### config.mk
export PLATFORM = sky130hd
export DESIGN_NAME = ram_fifo_ctrl
export DESIGN_NICKNAME = d
export VERILOG_FILES = /design/src/rtl/tagger_pkg.sv /design/src/rtl/rd_skid_fifo.sv /design/src/rtl/ram_fifo_ctrl.sv
export SDC_FILE = /design/constraint.sdc
export NUM_CORES = 1
export LEC_CHECK = 0
export BUFFER_PORTS_ARGS = -buffer_cell sky130_fd_sc_hd__clkbuf_2
export CORE_UTILIZATION = 32
export DETAILED_ROUTE_END_ITERATION = 10
export MAX_ROUTING_LAYER = met4
export SYNTH_ARGS = -nofsm -noshare
export SYNTH_HDL_FRONTEND = slang
export SYNTH_SLANG_ARGS = --single-unit
### constraint.sdc
create_clock -name clk -period 4.6 [get_ports clk]
set_clock_uncertainty 0.2 [all_clocks]
set_input_delay 0.23 -clock clk [delete_from_list [all_inputs] [get_ports clk]]
set_output_delay 0.23 -clock clk [all_outputs]
set_load 0.005 [all_outputs]
### src/rtl/tagger_pkg.sv
// Shared constants and helpers for the photon-tag RAM FIFO controller.
package tagger_pkg;

  localparam int unsigned DATA_W     = 8;
  localparam int unsigned ADDR_W     = 9;
  localparam int unsigned DEPTH      = 1 << ADDR_W;
  localparam int unsigned RD_LAT     = 2;
  localparam int unsigned CREDIT_LIM = RD_LAT + 1;

  // Skid holds every word that can be in flight when downstream stalls.
  localparam int unsigned SKID_DEPTH = CREDIT_LIM;
  localparam int unsigned SKID_CNT_W = $clog2(SKID_DEPTH + 1);
  localparam int unsigned CRED_W     = SKID_CNT_W + 1;
  localparam int unsigned LEVEL_W    = ADDR_W + 1;

  typedef logic [DATA_W-1:0] word_t;

  // Number of reads currently travelling through the RAM read pipeline.
  function automatic logic [CRED_W-1:0] count_inflight(input logic [RD_LAT-1:0] pipe);
    logic [CRED_W-1:0] n;
    n = '0;
    for (int unsigned i = 0; i < RD_LAT; i++) begin
      n = n + CRED_W'(pipe[i]);
    end
    return n;
  endfunction

endpackage

### src/rtl/rd_skid_fifo.sv
// Small shifting register FIFO catching RAM read data; head entry is a register.
module rd_skid_fifo
  import tagger_pkg::*;
(
  input  logic                  clk,
  input  logic                  rst_n,
  input  logic                  flush_i,
  input  logic                  push_i,
  input  logic [DATA_W-1:0]     push_data_i,
  input  logic                  pop_i,
  output logic [DATA_W-1:0]     head_o,
  output logic                  valid_o,
  output logic [SKID_CNT_W-1:0] count_o
);

  word_t                 data_q [SKID_DEPTH];
  word_t                 data_d [SKID_DEPTH];
  logic [SKID_CNT_W-1:0] cnt_q, cnt_d, wr_idx;
  logic                  valid_q, valid_d;

  // Shift on pop, write behind the last surviving entry on push; flush empties.
  always_comb begin
    data_d  = data_q;
    cnt_d   = cnt_q;
    wr_idx  = cnt_q - SKID_CNT_W'(pop_i);
    valid_d = 1'b0;
    if (pop_i) begin
      for (int unsigned i = 0; i < SKID_DEPTH - 1; i++) begin
        data_d[i] = data_q[i+1];
      end
    end
    if (push_i) begin
      for (int unsigned i = 0; i < SKID_DEPTH; i++) begin
        if (wr_idx == SKID_CNT_W'(i)) begin
          data_d[i] = push_data_i;
        end
      end
    end
    cnt_d = cnt_q + SKID_CNT_W'(push_i) - SKID_CNT_W'(pop_i);
    if (flush_i) begin
      cnt_d = '0;
    end
    valid_d = (cnt_d != '0);
  end

  // Storage, occupancy and registered head-valid.
  always_ff @(posedge clk or negedge rst_n) begin
    if (!rst_n) begin
      for (int unsigned i = 0; i < SKID_DEPTH; i++) begin
        data_q[i] <= '0;
      end
      cnt_q   <= '0;
      valid_q <= 1'b0;
    end else begin
      data_q  <= data_d;
      cnt_q   <= cnt_d;
      valid_q <= valid_d;
    end
  end

  assign head_o  = data_q[0];
  assign valid_o = valid_q;
  assign count_o = cnt_q;

endmodule

### src/rtl/ram_fifo_ctrl.sv
// FWFT FIFO controller sequencing the dual-port photon-tag RAM.
module ram_fifo_ctrl
  import tagger_pkg::*;
(
  input  logic               clk,
  input  logic               rst_n,
  input  logic [DATA_W-1:0]  in_data,
  input  logic               in_valid,
  output logic               in_ready,
  output logic [DATA_W-1:0]  out_data,
  output logic               out_valid,
  input  logic               out_ready,
  input  logic               flush,
  output logic [LEVEL_W-1:0] level,
  output logic               empty,
  output logic               full,
  output logic [ADDR_W-1:0]  ram_wr_adr,
  output logic [DATA_W-1:0]  ram_data_in,
  output logic               ram_wr_en,
  output logic [ADDR_W-1:0]  ram_rd_adr,
  output logic               ram_rd_en,
  input  logic [DATA_W-1:0]  ram_data_out
);

  logic [ADDR_W-1:0]     wr_ptr_q, wr_ptr_d;
  logic [ADDR_W-1:0]     rd_ptr_q, rd_ptr_d;
  logic [LEVEL_W-1:0]    ram_cnt_q, ram_cnt_d;
  logic [LEVEL_W-1:0]    level_q, level_d;
  logic [RD_LAT-1:0]     pipe_q, pipe_d;
  logic                  empty_q, empty_d;
  logic                  full_q, full_d;
  logic                  accept, pop, issue, push;
  logic [CRED_W-1:0]     credit_used;
  logic [SKID_CNT_W-1:0] skid_cnt;

  // Handshakes and read-issue decision; credits keep the skid from overflowing.
  always_comb begin
    in_ready    = (ram_cnt_q != LEVEL_W'(DEPTH)) & ~flush;
    accept      = in_valid & in_ready;
    pop         = out_valid & out_ready;
    push        = pipe_q[RD_LAT-1];
    credit_used = count_inflight(pipe_q) + CRED_W'(skid_cnt) - CRED_W'(pop);
    issue       = (ram_cnt_q != '0) & (credit_used < CRED_W'(CREDIT_LIM)) & ~flush;
  end

  // Next-state for pointers, counts and the read-valid pipe; flush clears all.
  always_comb begin
    wr_ptr_d  = wr_ptr_q + ADDR_W'(accept);
    rd_ptr_d  = rd_ptr_q + ADDR_W'(issue);
    ram_cnt_d = ram_cnt_q + LEVEL_W'(accept) - LEVEL_W'(issue);
    level_d   = level_q + LEVEL_W'(accept) - LEVEL_W'(pop);
    pipe_d    = {pipe_q[RD_LAT-2:0], issue};
    if (flush) begin
      wr_ptr_d  = '0;
      rd_ptr_d  = '0;
      ram_cnt_d = '0;
      level_d   = '0;
      pipe_d    = '0;
    end
    empty_d = (level_d == '0);
    full_d  = (ram_cnt_d == LEVEL_W'(DEPTH));
  end

  // Controller state registers.
  always_ff @(posedge clk or negedge rst_n) begin
    if (!rst_n) begin
      wr_ptr_q  <= '0;
      rd_ptr_q  <= '0;
      ram_cnt_q <= '0;
      level_q   <= '0;
      pipe_q    <= '0;
      empty_q   <= 1'b1;
      full_q    <= 1'b0;
    end else begin
      wr_ptr_q  <= wr_ptr_d;
      rd_ptr_q  <= rd_ptr_d;
      ram_cnt_q <= ram_cnt_d;
      level_q   <= level_d;
      pipe_q    <= pipe_d;
      empty_q   <= empty_d;
      full_q    <= full_d;
    end
  end

  rd_skid_fifo u_skid (
    .clk         (clk),
    .rst_n       (rst_n),
    .flush_i     (flush),
    .push_i      (push),
    .push_data_i (ram_data_out),
    .pop_i       (pop),
    .head_o      (out_data),
    .valid_o     (out_valid),
    .count_o     (skid_cnt)
  );

  // RAM write port passes straight through; read port enable is the pipeline clock enable.
  assign ram_wr_en   = accept & rst_n;
  assign ram_wr_adr  = wr_ptr_q;
  assign ram_data_in = in_data;
  assign ram_rd_adr  = rd_ptr_q;
  assign ram_rd_en   = rst_n;

  assign level = level_q;
  assign empty = empty_q;
  assign full  = full_q;

endmodule

# [After elaboration in Yosys (flattened, before gate mapping)]
# Index checks and enable logic that the tools add are counted.
[classes] addsub=12 n_mul=0 div_mod_pow=0 order_cmp=1 n_eq_ne=4 shift=0 n_mux=11 bitwise_logic=7 n_reduce_logical=5
[op_table] op="24-bit 2-to-1 mux" count=1
[op_table] op="8-bit 2-to-1 mux" count=3
[op_table] op="10-bit by 1-bit adder with 10-bit output" count=2
[op_table] op="10-bit 2-to-1 mux" count=2
[op_table] op="10-bit by 1-bit subtractor with 10-bit output" count=2
[op_table] op="9-bit by 1-bit adder with 9-bit output" count=2
[op_table] op="9-bit 2-to-1 mux" count=2
[op_table] op="16-bit 2-to-1 mux" count=1
[op_table] op="10-bit == test, second input constant" count=1
[op_table] op="10-bit zero test" count=1
[op_table] op="10-bit inequality test, second input constant" count=1
[op_table] op="10-bit nonzero test" count=1
[op_table] op="1-bit AND" count=6
[op_table] op="2-bit 2-to-1 mux" count=2
[op_table] op="2-bit by 1-bit subtractor with 2-bit output" count=2
[op_table] op="2-bit by 2-bit adder with 3-bit output" count=1
[op_table] op="3-bit by 2-bit < comparator with 1-bit output, second input constant" count=1
[op_table] op="3-bit by 1-bit subtractor with 3-bit output" count=1
[op_table] op="1-bit by 1-bit adder with 2-bit output" count=1
[op_table] op="2-bit by 1-bit adder with 2-bit output" count=1
[op_table] op="2-bit by 1-bit == test with 1-bit output, second input constant" count=1
[op_table] op="2-bit == test, second input constant" count=1
[op_table] op="2-bit zero test" count=1
[op_table] op="2-bit AND reduction" count=1
[op_table] op="other kinds (2)" count=2
[word_totals] reg_bits=69 latchBits=0 mem_bits_rw=0 rom_bits=0 inputBits=21 out_inout_bits=50 wordCells=52 n_memories=0

# [Logic depth before layout (Yosys ltp)]
# Gate-level depths: netlist of the first run.
[logic_depth] ltp_word=9 depth_mapped=20

# [By module]
# From an unflattened synthesis of the first run, not the netlist that was laid out.
[hier_totals] cells_unflattened=377 hier_area_um2=4121.5
[modules_own_cells] module="ram_fifo_ctrl" n_inst=1 cells_each=286 area_per_inst_um2=2771.4
[modules_own_cells] module="rd_skid_fifo" n_inst=1 cells_each=91 area_per_inst_um2=1350.0

# [Worst setup path after synthesis of the first run]
# No wires, ideal clock.
[synth_path] path_type="reg2reg" start="register u_skid.valid_q, in the netlist u_skid.valid_o" end="register full_q, in the netlist full" arrival_ns=4.553 slack_ns=-0.220 path_stages_with_launch=21 path_cell_list="dfrtp_1 nand2_1 buf_2 inv_1 ha_1 fa_1 inv_1 fa_1 inv_1 o221ai_1 a21oi_1 ha_1 inv_1 ha_1 fa_1 a211o_1 and3_4 o22ai_1 mux2_4 nor3_2 o2111a_1"
[synth_via] elab_chain_len=8
[synth_rtl] item="start: declaration" line_no="rd_skid_fifo.sv:19" rtl="logic valid_q, valid_d;"
[synth_rtl] item="start signal: assignment" line_no="rd_skid_fifo.sv:57" rtl="valid_q <= valid_d;"
[synth_rtl] item="1-bit AND" line_no="ram_fifo_ctrl.sv:40" rtl="pop = out_valid & out_ready;"
[synth_rtl] item="3-bit by 1-bit subtractor with 3-bit output" line_no="ram_fifo_ctrl.sv:42" rtl="credit_used = count_inflight(pipe_q) + CRED_W'(skid_cnt) - CRED_W'(pop);"
[synth_rtl] item="3-bit by 2-bit < comparator with 1-bit output" line_no="ram_fifo_ctrl.sv:43" rtl="issue = (ram_cnt_q != '0) & (credit_used < CRED_W'(CREDIT_LIM)) & ~flush;"
[synth_rtl] item="1-bit AND (2 in series)" line_no="ram_fifo_ctrl.sv:43"
[synth_rtl] item="10-bit by 1-bit subtractor with 10-bit output" line_no="ram_fifo_ctrl.sv:50" rtl="ram_cnt_d = ram_cnt_q + LEVEL_W'(accept) - LEVEL_W'(issue);"
[synth_rtl] item="10-bit 2-to-1 mux" line_no="ram_fifo_ctrl.sv:53" rtl="if (flush) begin"
[synth_rtl] item="via ram_cnt_d[8]" line_no="ram_fifo_ctrl.sv:27" rtl="logic [LEVEL_W-1:0] ram_cnt_q, ram_cnt_d;"
[synth_rtl] item="10-bit == test" line_no="ram_fifo_ctrl.sv:61" rtl="full_d = (ram_cnt_d == LEVEL_W'(DEPTH));"
[synth_rtl] item="via full_d" line_no="ram_fifo_ctrl.sv:31" rtl="logic full_q, full_d;"
[synth_rtl] item="end signal: assignment" line_no="ram_fifo_ctrl.sv:81" rtl="full_q <= full_d;"
[synth_rtl] item="end: declaration" line_no="ram_fifo_ctrl.sv:31"
# The timed path passes the listed nets, and every way through them passes these cells.
# A chain may end at the register's enable or synchronous reset.

# [Worst setup path after layout of the first run]
# Ends and elaborated chain as after synthesis.

==> impl_metrics.ini, run 1 <==
[clock_network]
cts_made_buffers = 9
root_buffer = clkbuf_16
insertion_delay_ns = 0.32
cts.path.max_buffers = 2
clk_pin_slew_worst_paths_ns = 0.06
cts_tree = built
cts.htree.levels = 3
cts.sinks = 69

[synthesis]
ys_seq_area_share_pct = 43.1
synth_edf_count = 0
synth_seq_cells = 69
synth_cell_types = 53
async_reset_ff_share_pct = 100
netlist_instances = 393
avgSynthCellArea_um2 = 10.2
syn-num-nets = 450
synth_area_um2 = 4010
ys_warn_count = 0
ys.flop_type = dfrtp_1

[power_and_ir_drop]
power_switching_mw = 1.24
pwr-share-comb_pct = 49.5
leakage_nw = 2.40
vdd_ir_drop_max_uv = 293
power_frac_clock_pct = 22.8
seq_power_share_pct = 27.7
internal-power_mw = 2.11
switching_share_pct = 37.0
cellPowerDensity_nw_per_um2 = 703

[global_route]
grt_pass1_wl_um = 13500
antenna_found_initial = 0
met2_usage_pct = 20.9
grt_pass1_vias = 2884
grt_overflow = 0
grt_max_degree = 47
top_usage_layer = met2
track_usage_pct = 13.6
grtUsageMet3_pct = 2.92
gr-usage-met1_pct = 17.9

[routing]
antenna_left = 0
num_vias = 2892
wl_per_cell_um = 12.8
drt-pass1-iter-count = 4
routed_wl_um = 7930
routed_via_density = 4.68
post-route-drc-count = 0
drt_iter0_drc = 147

[min_path]
holdPathEnd = pipe_q[0]$_DFF_PN0_
hp-class = in2reg
hold_start = flush
whs_path_depth = 4

[timing]
hold_ws_ns = 0.119
finalSetupViolations = 0
drv_slew = 0
setup-tns-final_ns = 0
hold_viol = 0
min_period_ns = 4.34
fin_crit_sh_pct = 94.5
fmax_mhz = 230
rsz0062_at_grt = no
tightest_slew_ns = 0.808
maxSlewHeadroom_pct = 46.1

[floorplan]
die_h_um = 114
num_rows = 40
core-area_um2 = 12100
dieArea_um2 = 13000
fp.dieW_um = 114
pin_count = 71
initial_core_util_pct = 33.1

[critical_path]
worstReg2RegStart = u_skid.valid_o$_DFF_PN0_
cp.required_ns = 4.66
crit_path_top_delay_cell = fa_1
critical_path_buf_inv_count = 4
crit_cells = 19
crit_family = adder cells
critical_path_arrival_ns = 4.41
end_kind = register
crit_path_max_incr_delay_ns = 0.40
startpoint_type = register
reg2reg_setup_slack_ns = 0.26
worst-path-max-fanout = 3
cp_common_cell = inv_1
r2r_end = full$_DFF_PN0_
path_cells = nand2_2, inv_1, ha_1, fa_1, inv_1, fa_1, inv_1, o221ai_1, a21oi_2, ha_1, inv_1, ha_1, fa_2, a211o_1, and3_4, o22ai_2, mux2_4, nor3_2, o2111a_1
critical_path_class = reg2reg
reg2reg_depth = 19

[status]
status = finished clean

[cells_and_area]
nNetsFinal = 502
drive_gt1_share_pct = 22.2
area_growth_pct = 18.8
insertedDiodeCount = 0

[placement]
place_congestion = 0.843
hpwl_um = 5660
port_buffers = 54

[run]
maxCapViolCount = 0
## registers in the layout (all words and copies together) (netlist names)
name and cells:
level 10, ram_wr_adr 9, u_skid.valid_o 1, empty 1, u_skid.head_o 8, pipe_q 2
ram_rd_adr 9, full 1, u_skid.data_q 16, u_skid.count_o 2, ram_cnt_q 10
## metrics by stage
| step | setup slack [ns] | area (um2) | cells | total power [mW] | util, % |
|---|---|---|---|---|---|
| 2_1_floorplan | 0.0180 | 4020 | 393 | 2.23 | - |
| 5_1_grt | 0.0286 | 4760 | 618 | 3.64 | 39.3 |
| 3_3_place_gp | 0.221 | 4330 | 593 | 2.53 | 35.7 |
| 4_1_cts | 0.0890 | 4750 | 618 | 3.37 | 39.2 |
| 6_report | 0.255 | 4760 | 618 | 3.35 | 39.3 |
| 3_5_place_dp | 0.105 | 4330 | 593 | 2.57 | 35.7 |
## Yosys cell counts (4+ instances only)
cell type  number  share of area (%)
dfrtp_1        68                 42
nor2_1         55                5.1
ha_1           32                 10
inv_1          32                3.0
a21oi_1        31                3.9
buf_4          17                3.2
mux2i_1        16                4.0
xor2_1         12                2.6
xnor2_1        11                2.4
nand3_1        10                1.2
mux2_2          9                2.5
nor2b_1         9                1.4
or3_1           8                1.2
o21ai_0         7               0.87
nand2_1         6               0.56
clkbuf_1        5               0.47
o21bai_1        5               0.94
a21o_1          4               0.75
fa_1            4                2.0
nor3_1          4               0.50
o21a_1          4               0.75
## tightest hold or removal path: stages
cell and delay [ns]:
clkbuf_2 0.15, a21oi_1 0.05, o221ai_1 0.10, a21oi_1 0.06
## final cells by class
class / instances / area (um2)
Fill cell: 1184 / 7350
Multi-Input combinational cell: 266 / 1980
Sequential cell: 69 / 1730
Timing Repair Buffer: 67 / 390
Clock buffer: 11 / 253
Tap cell: 168 / 210
Inverter: 32 / 120
Clock inverter: 5 / 81.3
## per-layer routing
| metal | share of wire [%] | wire length (um) | vias to the layer above |
|---|---|---|---|
| li1 | - | - | 1429 |
| met1 | 49 | 3860 | 1389 |
| met2 | 46 | 3620 | 68 |
| met3 | 4.8 | 382 | 6 |
| met4 | 0.88 | 70 | 0 |
| met5 | 0 | 0 | - |
## worst max-delay path by stage
stage                              from             end  slack, ns
2_1_floorplan  u_skid.valid_o$_DFF_PN0_  full$_DFF_PN0_       0.02
3_3_place_gp   u_skid.valid_o$_DFF_PN0_  full$_DFF_PN0_       0.22
3_5_place_dp   u_skid.valid_o$_DFF_PN0_  full$_DFF_PN0_       0.10
4_1_cts        u_skid.valid_o$_DFF_PN0_  full$_DFF_PN0_       0.09
5_1_grt        u_skid.valid_o$_DFF_PN0_  full$_DFF_PN0_       0.03
6_report       u_skid.valid_o$_DFF_PN0_  full$_DFF_PN0_       0.26
## power groups by stage
stage,logic (mW),clock network (mW),registers (mW)
detailed placement,1.63,0,0.940
finish,1.66,0.765,0.928
global placement,1.60,0,0.933
global route,1.87,0.818,0.957
CTS,1.64,0.791,0.930
floorplan,1.32,0,0.914
## what timing repair did
item,4_1_cts,5_1_grt
setup buffers,0,0
endpoints found under the setup margin,0,1
endpoints found under the hold margin,56,0
resized for setup,0,3
hold buffers,9,0
## placed cells by master, fill, tap and decap left out, drive strengths merged, types with 3 or more instances in the layout
master / count
xor2: 12
nor2b: 9
or3: 8
o21a: 4
nor3: 6
ha: 32
dlygate4sd3: 9
nand2: 6
dfrtp: 68
a21o: 4
fa: 4
mux2: 10
mux2i: 16
a21oi: 31
and2b: 3
nor2: 55
o21ai: 9
inv: 33
and3: 3
a211oi: 4
nand3: 10
clkbuf: 64
xnor2: 11
buf: 5
o21bai: 5
## kinds of logic (layout without fill, tap and decap cells)
logic type	after synthesis	after routing	synth area share [%]
fa+ha+maj	36	36	12.0
compound gates	68	68	10.7
mux	26	26	6.90
simple gates	113	113	14.4
flops	69	69	43.1
xor+xnor	23	23	5.02
buf+inv	58	115	7.90
No activity file was read; power rests on OpenSTA's default activity.
==> inputs of run 2 (changes only) <==
--- a/config.mk
+++ b/config.mk
@@ -5,10 +5,12 @@
 export SDC_FILE = /design/constraint.sdc
 export NUM_CORES = 1
 export LEC_CHECK = 0
+export ABC_CLOCK_PERIOD_IN_PS = 4600
 export BUFFER_PORTS_ARGS = -buffer_cell sky130_fd_sc_hd__clkbuf_2
 export CORE_UTILIZATION = 32
 export DETAILED_ROUTE_END_ITERATION = 10
 export MAX_ROUTING_LAYER = met4
+export RECOVER_POWER = 100
 export SYNTH_ARGS = -nofsm -noshare
 export SYNTH_HDL_FRONTEND = slang
 export SYNTH_SLANG_ARGS = --single-unit
==> run 2 against run 1 <==
Net effect: final area decreased by 0.84%; clock power about the same; the run now ends with capacitance limit, slew limit left; final cell count unchanged; global-route usage unchanged; hold slack got worse by 0.0022 ns; first-iteration DRC count increased by 2.7%; sequential power about the same; via count increased by 0.14%; die area unchanged; fmax about the same.
==> impl_metrics.ini, run 2 (same netlist as run 1, synthesis figures left out) <==
[status]
status = finished with violations
violations = capacitance limit, slew limit

[global_route]
grt_pass1_wl_um = 13500
grt_max_degree = 47
track_usage_pct = 13.6
grt_overflow = 0
grt_pass1_vias = 2884
antenna_found_initial = 0

[power_and_ir_drop]
cellPowerDensity_nw_per_um2 = 701
total_power_mw = 3.31
leakage_nw = 2.35
vdd_ir_drop_max_uv = 292

[critical_path]
startpoint_type = register
worst-path-max-fanout = 3
cp.required_ns = 4.66
end_kind = register
critical_path_arrival_ns = 4.40
critical_path_class = reg2reg
worstReg2RegStart = u_skid.valid_o$_DFF_PN0_
crit_start = u_skid.valid_o$_DFF_PN0_

[clock_network]
clk_pin_slew_worst_paths_ns = 0.06
root_buffer = clkbuf_16
cts_tree = built
insertion_delay_ns = 0.33
cts.path.max_buffers = 2
cts_made_buffers = 9
cts.sinks = 69
cts.htree.levels = 3

[cells_and_area]
drive_gt1_share_pct = 18.0
final_cell_mix = dfrtp_1 (68), nor2_1 (55), clkbuf_2 (42), inv_1 (32), ha_1 (32)
final_common_cell = dfrtp_1
finalNonFillerCells = 618
nNetsFinal = 502
area_growth_pct = 17.8
largest_reg_flops = 16
insertedDiodeCount = 0
top_register = u_skid.data_q
final_area_um2 = 4720
finalCoreUtilization_pct = 39.0

[timing]
maxSlewHeadroom_pct = -29.8
setup-tns-final_ns = 0
drv_slew = 36
rsz0062_at_grt = no
fmax_mhz = 230
hold_viol = 0
tightest_slew_ns = 1.95
min_period_ns = 4.34
finalSetupViolations = 0
fin_crit_sh_pct = 94.4

[placement]
hpwl_um = 5660
place_congestion = 0.843
postPlaceCellArea_um2 = 4330
placed_cells = 593
port_buffers = 54

[routing]
antenna_left = 0
drt_iter0_drc = 151
routed_via_density = 4.69
wl_per_cell_um = 12.8
post-route-drc-count = 0
drt-pass1-iter-count = 4
num_vias = 2896
routed_wl_um = 7920

[run]
maxCapViolCount = 1

[floorplan]
fp.dieW_um = 114
pin_count = 71
die_h_um = 114
num_rows = 40
core-area_um2 = 12100
initial_core_util_pct = 33.1
dieArea_um2 = 13000

[min_path]
hold_start = flush
hp-class = in2reg
run 2: cell types whose count changed in the layout (fill, tap and decap cells not counted), sizes merged:
cell,previous run,this run
buf,5,2
clkbuf,64,67
run 2: through the flow:
step / worst slack, ns / hold slack [ns]
3_3_place_gp: 0.221 / 0.167
5_1_grt: 0.0350 / 0.140
4_1_cts: 0.0890 / 0.0682
2_1_floorplan: 0.0180 / -0.266
3_5_place_dp: 0.105 / 0.167
6_report: 0.259 / 0.117
run 2: worst paths after layout:
| path | slack [ns] | cells after the start | end |
|---|---|---|---|
| setup / recovery | 0.26 | 19 | full$_DFF_PN0_ |
| hold / removal | 0.12 | 4 | pipe_q[0]$_DFF_PN0_ |
| setup reg to reg | 0.26 | 19 | full$_DFF_PN0_ |
| hold reg to reg | 0.31 | 1 | u_skid.data_q[2]$_DFFE_PN0P_ |
| max in group asynchronous | 1.60 | 3 | ram_cnt_q[0]$_DFF_PN0_ |
| min in group asynchronous | 0.79 | 2 | ram_rd_adr[7]$_DFF_PN0_ |
run 2: power by group:
| group | switching [mW] | total, mW | internal [mW] | leakage (nW) |
|---|---|---|---|---|
| sequential | 0.114 | 0.926 | 0.812 | 0.897 |
| clock | 0.260 | 0.765 | 0.505 | 0.162 |
| combinational | 0.850 | 1.62 | 0.768 | 1.29 |
| total | 1.22 | 3.31 | 2.08 | 2.35 |
run 2: area by class of cell:
| cell class | instances | area, um2 |
|---|---|---|
| tap | 168 | 210 |
| timing repair buffer | 67 | 372 |
| fill | 1196 | 7390 |
| multi-input combinational | 266 | 1960 |
| clock buffer | 11 | 253 |
| clock inverter | 5 | 81.3 |
| sequential | 69 | 1730 |
| inverter | 32 | 120 |
run 2: what timing repair did:
action,in CTS,in global routing
hold endpoints to repair,56,0
hold buffers,9,0
endpoints found under the setup margin,0,1
resized for setup,0,3
setup buffers,0,0
run 2: metal layers:
| metal | vias up | wire length, um | global-route usage [%] |
|---|---|---|---|
| li1 | 1431 | - | - |
| met1 | 1396 | 3930 | 17.9 |
| met2 | 63 | 3620 | 20.9 |
| met3 | 6 | 297 | 2.92 |
| met4 | 0 | 70 | 4.42 |
| met5 | - | 0 | - |
run 2: critical path, cell delays in order (launching register included):
cell and delay [ns]:
dfrtp_1 0.38, nand2_2 0.08, inv_1 0.07, ha_1 0.29, fa_1 0.37, inv_1 0.08
fa_1 0.40, inv_1 0.06, o221ai_1 0.15, a21oi_2 0.16, ha_1 0.15, inv_1 0.04
ha_1 0.21, fa_2 0.37, a211o_1 0.27, and3_4 0.18, o22ai_2 0.13, mux2_4 0.32
nor3_2 0.17, o2111a_1 0.20
==> inputs of run 3 (changes only) <==
--- a/config.mk
+++ b/config.mk
@@ -7,9 +7,11 @@
 export LEC_CHECK = 0
 export ABC_CLOCK_PERIOD_IN_PS = 4600
 export BUFFER_PORTS_ARGS = -buffer_cell sky130_fd_sc_hd__clkbuf_2
+export CORE_ASPECT_RATIO = 0.5
 export CORE_UTILIZATION = 32
 export DETAILED_ROUTE_END_ITERATION = 10
 export MAX_ROUTING_LAYER = met4
+export PLACE_DENSITY = 0.6
 export RECOVER_POWER = 100
 export SYNTH_ARGS = -nofsm -noshare
 export SYNTH_HDL_FRONTEND = slang
==> run 3 against run 2 <==
Net effect: the flow still finishes with violations (capacitance limit, slew limit); register-to-register slack barely moved; utilization rose by 0.059 points; worst setup slack got worse by 0.0075 ns; non-clock buffer count rose by 1; critical path depth unchanged; combinational power hardly changed; global-route usage fell by 0.16 points; clock power decreased by 7.6%; largest power group unchanged.
==> impl_metrics.ini, run 3 (same netlist as run 1, synthesis figures left out) <==
[status]
status = finished with violations
violations = capacitance limit, slew limit

[clock_network]
cts.htree.levels = 3
root_buffer = clkbuf_16
cts_made_buffers = 9
cts_tree = built
clk_pin_slew_worst_paths_ns = 0.06
cts.path.max_buffers = 2
insertion_delay_ns = 0.33
cts.sinks = 69

[timing]
setup-tns-final_ns = 0
rsz0062_at_grt = no
fmax_mhz = 230
hold_ws_ns = 0.111
fin_crit_sh_pct = 94.5
finalSetupViolations = 0
hold_viol = 0
min_period_ns = 4.35
drv_slew = 34
tightest_slew_ns = 1.82
maxSlewHeadroom_pct = -21.0

[global_route]
grt_overflow = 0
grt_max_degree = 40
track_usage_pct = 13.4
grt_pass1_wl_um = 13300
grt_pass1_vias = 2727
antenna_found_initial = 0

[routing]
wl_per_cell_um = 12.7
drt-pass1-iter-count = 4
post-route-drc-count = 0
routed_wl_um = 7840
routed_via_density = 4.56
drt_iter0_drc = 116
antenna_left = 0
num_vias = 2812

[floorplan]
dieArea_um2 = 13000
pin_count = 71
fp.dieW_um = 160
die_h_um = 81.1
core-area_um2 = 12000
initial_core_util_pct = 33.4
num_rows = 28

[cells_and_area]
area_growth_pct = 17.0
drive_gt1_share_pct = 16.6
largest_reg_flops = 16
insertedDiodeCount = 0
finalNonFillerCells = 616
final_cell_mix = dfrtp_1 (68), nor2_1 (55), clkbuf_2 (33), inv_1 (32), ha_1 (32)
fillerInstances = 1183
top_register = u_skid.data_q
nNetsFinal = 503
final_common_cell = dfrtp_1

[power_and_ir_drop]
cellPowerDensity_nw_per_um2 = 693
leakage_nw = 2.31
vdd_ir_drop_max_uv = 249

[placement]
place_congestion = 0.790
hpwl_um = 5690
port_buffers = 54
placed_cells = 590

[critical_path]
cp.required_ns = 4.67
worst-path-max-fanout = 3
startpoint_type = register
end_kind = register
reg2reg_setup_slack_ns = 0.25
critical_path_class = reg2reg
critical_path_arrival_ns = 4.41

[run]
maxCapViolCount = 1

[min_path]
hp-class = in2reg
==> run 3: cell count changes in the layout (fill, tap and decap cells not counted), sizes merged <==
cell      delta
inv          +3
clkbuf       -2
bufinv       -1
buf          +1
clkinv       -1
clkinvlp     +1
==> run 3: what timing repair did <==
item	CTS	global route
setup endpoints to repair	0	1
endpoints found under the hold margin	53	0
buffers inserted	0	1
gates resized for setup	0	3
hold buffers	9	0
==> run 3: final timing paths <==
check	start	endpoint	cells past startpoint
worst min-delay path	flush	ram_cnt_q[5]$_DFF_PN0_	2
min in group asynchronous	rst_n	level[2]$_DFF_PN0_	2
worst max-delay path	u_skid.valid_o$_DFF_PN0_	full$_DFF_PN0_	19
max in group asynchronous	rst_n	u_skid.head_o[7]$_DFF_PN0_	3
worst min register to register	u_skid.data_q[7]$_DFFE_PN0P_	u_skid.data_q[7]$_DFFE_PN0P_	1
worst max register to register	u_skid.valid_o$_DFF_PN0_	full$_DFF_PN0_	19
==> run 3: worst max-delay path, stage by stage (launching register included) <==
cell and delay, ns:
dfrtp_1 0.38, nand2_2 0.07, inv_1 0.06, ha_1 0.29, fa_1 0.36, inv_1 0.07, fa_1 0.40, inv_1 0.06
o221ai_1 0.15, a21oi_2 0.17, ha_1 0.15, inv_1 0.04, ha_1 0.22, fa_2 0.37, a211o_1 0.27, and3_4 0.18
o22ai_2 0.13, mux2_4 0.32, nor3_2 0.17, o2111a_1 0.20
==> run 3: layout make-up <==
type	instances	area (um2)	area share, %
repair buffers	68	364	7.76
clock buffers	9	225	4.80
well taps	165	206	4.40
inverters	32	120	2.56
multi-input cells	266	1970	41.9
flip-flops and latches	69	1730	36.8
clock inverters	7	80.1	1.71
==> run 3: power by group <==
part | switching, mW | internal [mW] | leakage, nW
Sequential | 0.116 | 0.812 | 0.897
Clock | 0.280 | 0.427 | 0.143
Combinational | 0.847 | 0.770 | 1.27
==> run 3: per-stage QoR <==
step	cell area, um2	setup WS, ns	total power, mW	utilization, %
after detailed placement	4320	0.121	2.56	36.0
after global placement	4320	0.215	2.54	36.0
after CTS	4720	0.0787	3.29	39.3
after global routing	4690	0.0115	3.55	39.0
final	4690	0.252	3.25	39.0
after floorplan	4020	0.0180	2.23	-
==> run 3: per-layer routing <==
metal | share of wire [%] | up-vias | GRT usage, %
met1 | 49 | 1337 | 17.0
met3 | 3.0 | 12 | 3.37
met4 | 1.2 | 0 | 3.90
li1 | - | 1427 | -
met2 | 47 | 36 | 21.5
met5 | 0 | - | -
